==> config.mk <==
export PLATFORM = sky130hd
export DESIGN_NAME = cpu_control_fsm
export DESIGN_NICKNAME = d
export VERILOG_FILES = /design/src/rtl/cpu_control_fsm.sv
export SDC_FILE = /design/constraint.sdc
export NUM_CORES = 1
export LEC_CHECK = 0
export CAP_MARGIN = 10
export CORE_UTILIZATION = 40
export DETAILED_ROUTE_END_ITERATION = 7
export PLACE_DENSITY = 0.72
export SYNTH_ARGS = -nofsm -noshare
export SYNTH_HDL_FRONTEND = slang
export SYNTH_SLANG_ARGS = --single-unit
==> constraint.sdc <==
create_clock -name clk -period 2.7 [get_ports clk]
set_input_delay 0.54 -clock clk [delete_from_list [all_inputs] [get_ports clk]]
set_output_delay 0.54 -clock clk [all_outputs]
set_load 0.005 [all_outputs]
==> src/rtl/cpu_control_fsm.sv <==
// Multi-cycle control sequencer for the single-bus CPU datapath: fetch, decode and
// execute with a bounded memory-read handshake; HALT and ERROR are sticky until reset.
module cpu_control_fsm #(
  parameter logic [1:0] FN_PASS  = 2'b00,
  parameter logic [1:0] FN_INC   = 2'b11,
  parameter int         MAX_WAIT = 15
) (
  input  logic        clk,
  input  logic        reset_n,
  input  logic [15:0] instruction,
  input  logic        status,
  input  logic        mem_ready,
  output logic        ld_ir,
  output logic        t_ir,
  output logic        ld_mar,
  output logic        t_mar,
  output logic        ld_mdr,
  output logic        t_mdr,
  output logic        ld_sp,
  output logic        t_sp,
  output logic        ld_pc,
  output logic        t_pc,
  output logic        ld_reg,
  output logic        t_reg,
  output logic        ld_y,
  output logic        t_y,
  output logic        selector,
  output logic [1:0]  controller_fn,
  output logic        mem_rd,
  output logic        halted,
  output logic        bus_err,
  output logic        illegal_op
);

  localparam logic [7:0] MAX_CNT = 8'(MAX_WAIT);

  localparam logic [3:0] OP_NOP  = 4'h0;
  localparam logic [3:0] OP_MOVY = 4'h1;
  localparam logic [3:0] OP_ALU  = 4'h2;
  localparam logic [3:0] OP_LDI  = 4'h3;
  localparam logic [3:0] OP_LDSP = 4'h4;
  localparam logic [3:0] OP_JMPC = 4'h5;
  localparam logic [3:0] OP_HALT = 4'hF;

  typedef enum logic [3:0] {
    S_FETCH0, S_FETCH1, S_FETCH2, S_FETCH3, S_DECODE,
    S_MOVY, S_ALU, S_LDSP, S_JMP, S_SKIP,
    S_LDI0, S_LDI1, S_LDI2, S_LDI3,
    S_HALT, S_ERROR
  } state_t;

  typedef struct packed {
    logic       ld_ir, t_ir, ld_mar, t_mar, t_mdr, ld_sp, t_sp;
    logic       ld_pc, t_pc, ld_reg, t_reg, ld_y, t_y, selector;
    logic [1:0] fn;
    logic       mem_rd, halted, bus_err, illegal_op;
  } ctl_t;

  state_t     state;
  logic [7:0] wait_cnt;
  logic [3:0] opcode;
  logic       in_memwait;
  ctl_t       ctl;

  assign opcode     = instruction[15:12];
  assign in_memwait = (state == S_FETCH1) || (state == S_LDI1);

  // Operand fields are consumed by the datapath, not by the sequencer.
  logic unused_instr;
  assign unused_instr = ^instruction[11:0];

  always_ff @(posedge clk) begin
    if (!reset_n) begin
      state    <= S_FETCH0;
      wait_cnt <= '0;
    end else begin
      case (state)
        S_FETCH0: begin
          state    <= S_FETCH1;
          wait_cnt <= '0;
        end
        S_FETCH1: begin
          if (mem_ready)               state    <= S_FETCH2;
          else if (wait_cnt == MAX_CNT) state    <= S_ERROR;
          else                         wait_cnt <= wait_cnt + 8'd1;
        end
        S_FETCH2: state <= S_FETCH3;
        S_FETCH3: state <= S_DECODE;
        S_DECODE: begin
          case (opcode)
            OP_MOVY: state <= S_MOVY;
            OP_ALU:  state <= S_ALU;
            OP_LDI:  state <= S_LDI0;
            OP_LDSP: state <= S_LDSP;
            OP_JMPC: state <= status ? S_JMP : S_SKIP;
            OP_HALT: state <= S_HALT;
            default: state <= S_FETCH0;
          endcase
        end
        S_LDI0: begin
          state    <= S_LDI1;
          wait_cnt <= '0;
        end
        S_LDI1: begin
          if (mem_ready)               state    <= S_LDI2;
          else if (wait_cnt == MAX_CNT) state    <= S_ERROR;
          else                         wait_cnt <= wait_cnt + 8'd1;
        end
        S_LDI2: state <= S_LDI3;
        S_HALT:  state <= S_HALT;
        S_ERROR: state <= S_ERROR;
        default: state <= S_FETCH0;
      endcase
    end
  end

  // Moore decode; the reset cycle forces everything low regardless of the old state.
  always_comb begin
    ctl = '0;
    if (reset_n) begin
      case (state)
        S_FETCH0, S_LDI0: begin
          ctl.t_pc   = 1'b1;
          ctl.fn     = FN_PASS;
          ctl.ld_mar = 1'b1;
        end
        S_FETCH1, S_LDI1: ctl.mem_rd = 1'b1;
        S_FETCH2: begin
          ctl.t_mdr = 1'b1;
          ctl.fn    = FN_PASS;
          ctl.ld_ir = 1'b1;
        end
        S_LDI2: begin
          ctl.t_mdr  = 1'b1;
          ctl.fn     = FN_PASS;
          ctl.ld_reg = 1'b1;
        end
        S_FETCH3, S_LDI3: begin
          ctl.t_pc  = 1'b1;
          ctl.fn    = FN_INC;
          ctl.ld_pc = 1'b1;
        end
        S_DECODE: ctl.illegal_op = !(opcode <= OP_JMPC || opcode == OP_HALT);
        S_MOVY: begin
          ctl.t_reg = 1'b1;
          ctl.ld_y  = 1'b1;
        end
        S_ALU: begin
          ctl.t_reg    = 1'b1;
          ctl.selector = 1'b1;
          ctl.ld_reg   = 1'b1;
        end
        S_LDSP: begin
          ctl.t_reg = 1'b1;
          ctl.fn    = FN_PASS;
          ctl.ld_sp = 1'b1;
        end
        S_JMP: begin
          ctl.t_reg = 1'b1;
          ctl.fn    = FN_PASS;
          ctl.ld_pc = 1'b1;
        end
        S_HALT:  ctl.halted  = 1'b1;
        S_ERROR: ctl.bus_err = 1'b1;
        default: ctl = '0;
      endcase
    end
  end

  assign ld_ir         = ctl.ld_ir;
  assign t_ir          = ctl.t_ir;
  assign ld_mar        = ctl.ld_mar;
  assign t_mar         = ctl.t_mar;
  assign ld_mdr        = reset_n && in_memwait && mem_ready;
  assign t_mdr         = ctl.t_mdr;
  assign ld_sp         = ctl.ld_sp;
  assign t_sp          = ctl.t_sp;
  assign ld_pc         = ctl.ld_pc;
  assign t_pc          = ctl.t_pc;
  assign ld_reg        = ctl.ld_reg;
  assign t_reg         = ctl.t_reg;
  assign ld_y          = ctl.ld_y;
  assign t_y           = ctl.t_y;
  assign selector      = ctl.selector;
  assign controller_fn = ctl.fn;
  assign mem_rd        = ctl.mem_rd;
  assign halted        = ctl.halted;
  assign bus_err       = ctl.bus_err;
  assign illegal_op    = ctl.illegal_op;

endmodule
==> run summary <==
run status - finished, final reports clean
Setup Skew - 0.967 ps
flops & latches, synth - 12
busiest grt layer - met2
total setup buffers inserted after CTS - 0
Sink Count - 12
post-synth top area share - 0.237
Cells after DPL - 188
slowest cell on the critical path - clkdlybuf4s50_1
Routed WL - 2.46 mm
DRC - 0
worst hold slack - 522 ps
die area - 2740 sq um
worst path cell trace - clkdlybuf4s50_1 -> inv_1 -> nor4_2 -> or2_2 -> clkdlybuf4s50_1
Area Overhead vs Synth - 30.3%
Syn Area/Cell - 7.28 sq um
Post-DRT Antenna Nets - 0
CP max stage delay - 520 ps
Worst setup SP type - primary input
Post-synth top cells - dfxtp_1, a21oi_1, nor2_1
Die Ht - 52.3 microns
crit path kind - in2out
worst min-delay path class - reg2reg
Crit path top cell by count - clkdlybuf4s50_1
Yosys warning count - 0
CP Data Required Time - 2160 ps
Clk pin slew, worst setup/hold paths - 70 ps
Starting Density - 0.441
vias in the first global route - 995
diodes inserted - 0
EDFF count, synth - 0
gpl congestion - 0.870
grt met1 use - 0.276
global-route wire length before repair - 4.30 mm
drt wl/cell - 12.8 microns
final net count - 186
CP Max Fanout - 6
Fin. Hold Viols - 0
drt first-iter violations - 22
Worst Hold End - wait_cnt[4]$_SDFFE_PN0P_
Max-slew headroom - 0.519
pwr dens - 343 nW/um^2
reg2reg start - wait_cnt[0]$_SDFFE_PN0P_
filler cell count - 217
worst-case clock buffer depth - 2
reg2reg end - wait_cnt[3]$_SDFFE_PN0P_
ys async rst share - 0
Slew Limit Fails - 0
Synth Flop Type - dfxtp_1
top post-synthesis cells by area - dfxtp_1, a21oi_1, nand3_1, o21ai_0, nor4_1
static leakage - 0.464 nW
core area - 2300 sq um
final number of setup-violating endpoints - 0
Worst EP arrival - 2090 ps
TritonCTS Buffers - 3
IO buf count - 24
Worst R2R Setup Slack - 810 ps
largest net degree at the start of global routing - 18
vias per std cell - 5.73
met3 Use GR - 0.0348
Layout Cells excl Fill - 192
clock period minus worst slack - 2630 ps
Boundary Pins - 41
VDD IR max - 0.000281 V
Yosys cell types - 39
Die X-Extent - 52.3 microns
Crit. End Element - output pin
hold path cells - 2
count leader, synth - dfxtp_1
total number of vias - 1100
RSZ-0062 raised after global routing - yes
root buf cell - clkbuf_4
period utilization - 0.975
share of cells above drive strength 1 - 0.134
Mapped Cells - 139
worst skew pair latency - 270 ps
M2 GR Usage - 0.325
Worst-Margin Slew - 715 ps
initial antenna violation count - 0
GR Util All Layers - 0.202
Sum Neg Setup Slack - 0 ps
1st-pass router iterations - 4
leading area contributor after synthesis - dfxtp_1
Post-Syn Area - 1010 sq um
final worst setup slack - 66.2 ps
max-cap viol count - 0
H-tree depth - 1
Congestion Overflow GR - 0
hold_sp - wait_cnt[4]$_SDFFE_PN0P_
FMAX - 380 MHz
register area share after synthesis - 0.237
CTS tree - yes
std cell rows - 17
hpwl dp - 1.86 mm
Post-Place Setup Slack - 0.248 ps
R2R depth - 5
## cell usage in the layout (no fill, tap or decap), types with 5 or more instances in the layout
master and n:
nand2b_1 5, nor2_1 10, o21ai_0 9, nand4_1 5, a21oi_1 10, nor4_1 6, clkdlybuf4s50_1 24, or3_1 6
inv_1 5, dfxtp_1 10, nand3_1 9, nand2_1 8, buf_4 8
## per-layer routing
metal	part of all wire	wire [microns]
met5	0	0
met4	0.013	33
met3	0.061	149
met2	0.44	1080
met1	0.48	1190
## logic make-up after synthesis
family / after synthesis / synth area share
compound gates: 33 / 0.206
xor+xnor: 4 / 0.0532
fa+ha+maj: 1 / 0.0124
buf+inv: 19 / 0.106
flops: 12 / 0.237
mux: 3 / 0.0309
other cells: 1 / 0.00370
simple gates: 66 / 0.350
## area by class of cell
class                           count  area, sq um  share of cell area
Clock buffer                        4         36.3              0.0275
Inverter                            5         18.8              0.0142
Multi-Input combinational cell    111          686               0.520
Sequential cell                    12          243               0.184
Tap cell                           28         35.0              0.0266
Timing Repair Buffer               32          300               0.228
## what timing repair did
item / CTS / global route
endpoints found under the setup margin: 1 / 3
hold buffers: 0 / 0
resized for setup: 2 / 2
## worst max path at each step
stage	start	to	slack [ps]	cells past startpoint
CTS	state[3]$_SDFF_PN0_	t_pc	30	5
floorplan	state[3]$_SDFF_PN0_	ld_pc	840	4
finish	reset_n	t_pc	70	5
global placement	reset_n	t_pc	30	5
global route	reset_n	t_pc	-30	5
detailed placement	reset_n	t_pc	0.2	5
## power breakdown
group | leakage, nW | switching [mW] | internal [mW] | total [mW]
combinational | 0.345 | 0.0636 | 0.0594 | 0.123
clock | 0.0210 | 0.0591 | 0.0819 | 0.141
sequential | 0.0982 | 0.00680 | 0.182 | 0.189
## flip-flops by register name (all words and copies together), names as in the netlist
| register | cells |
|---|---|
| wait_cnt | 8 |
| state | 4 |
## worst max-delay path, delay by kind of cell
kind | cells | cell delay [ps]
and+or+nand+nor | 2 | 410
buffers and inverters | 3 | 1130
## through the flow
stage,utilization,cell area (sq um),power (mW)
finish,0.574,1320,0.453
detailed placement,0.553,1270,0.311
global placement,0.553,1270,0.310
global route,0.574,1320,0.480
floorplan,-,1020,0.269
CTS,0.573,1320,0.456
(Power assumes the default switching activity.)
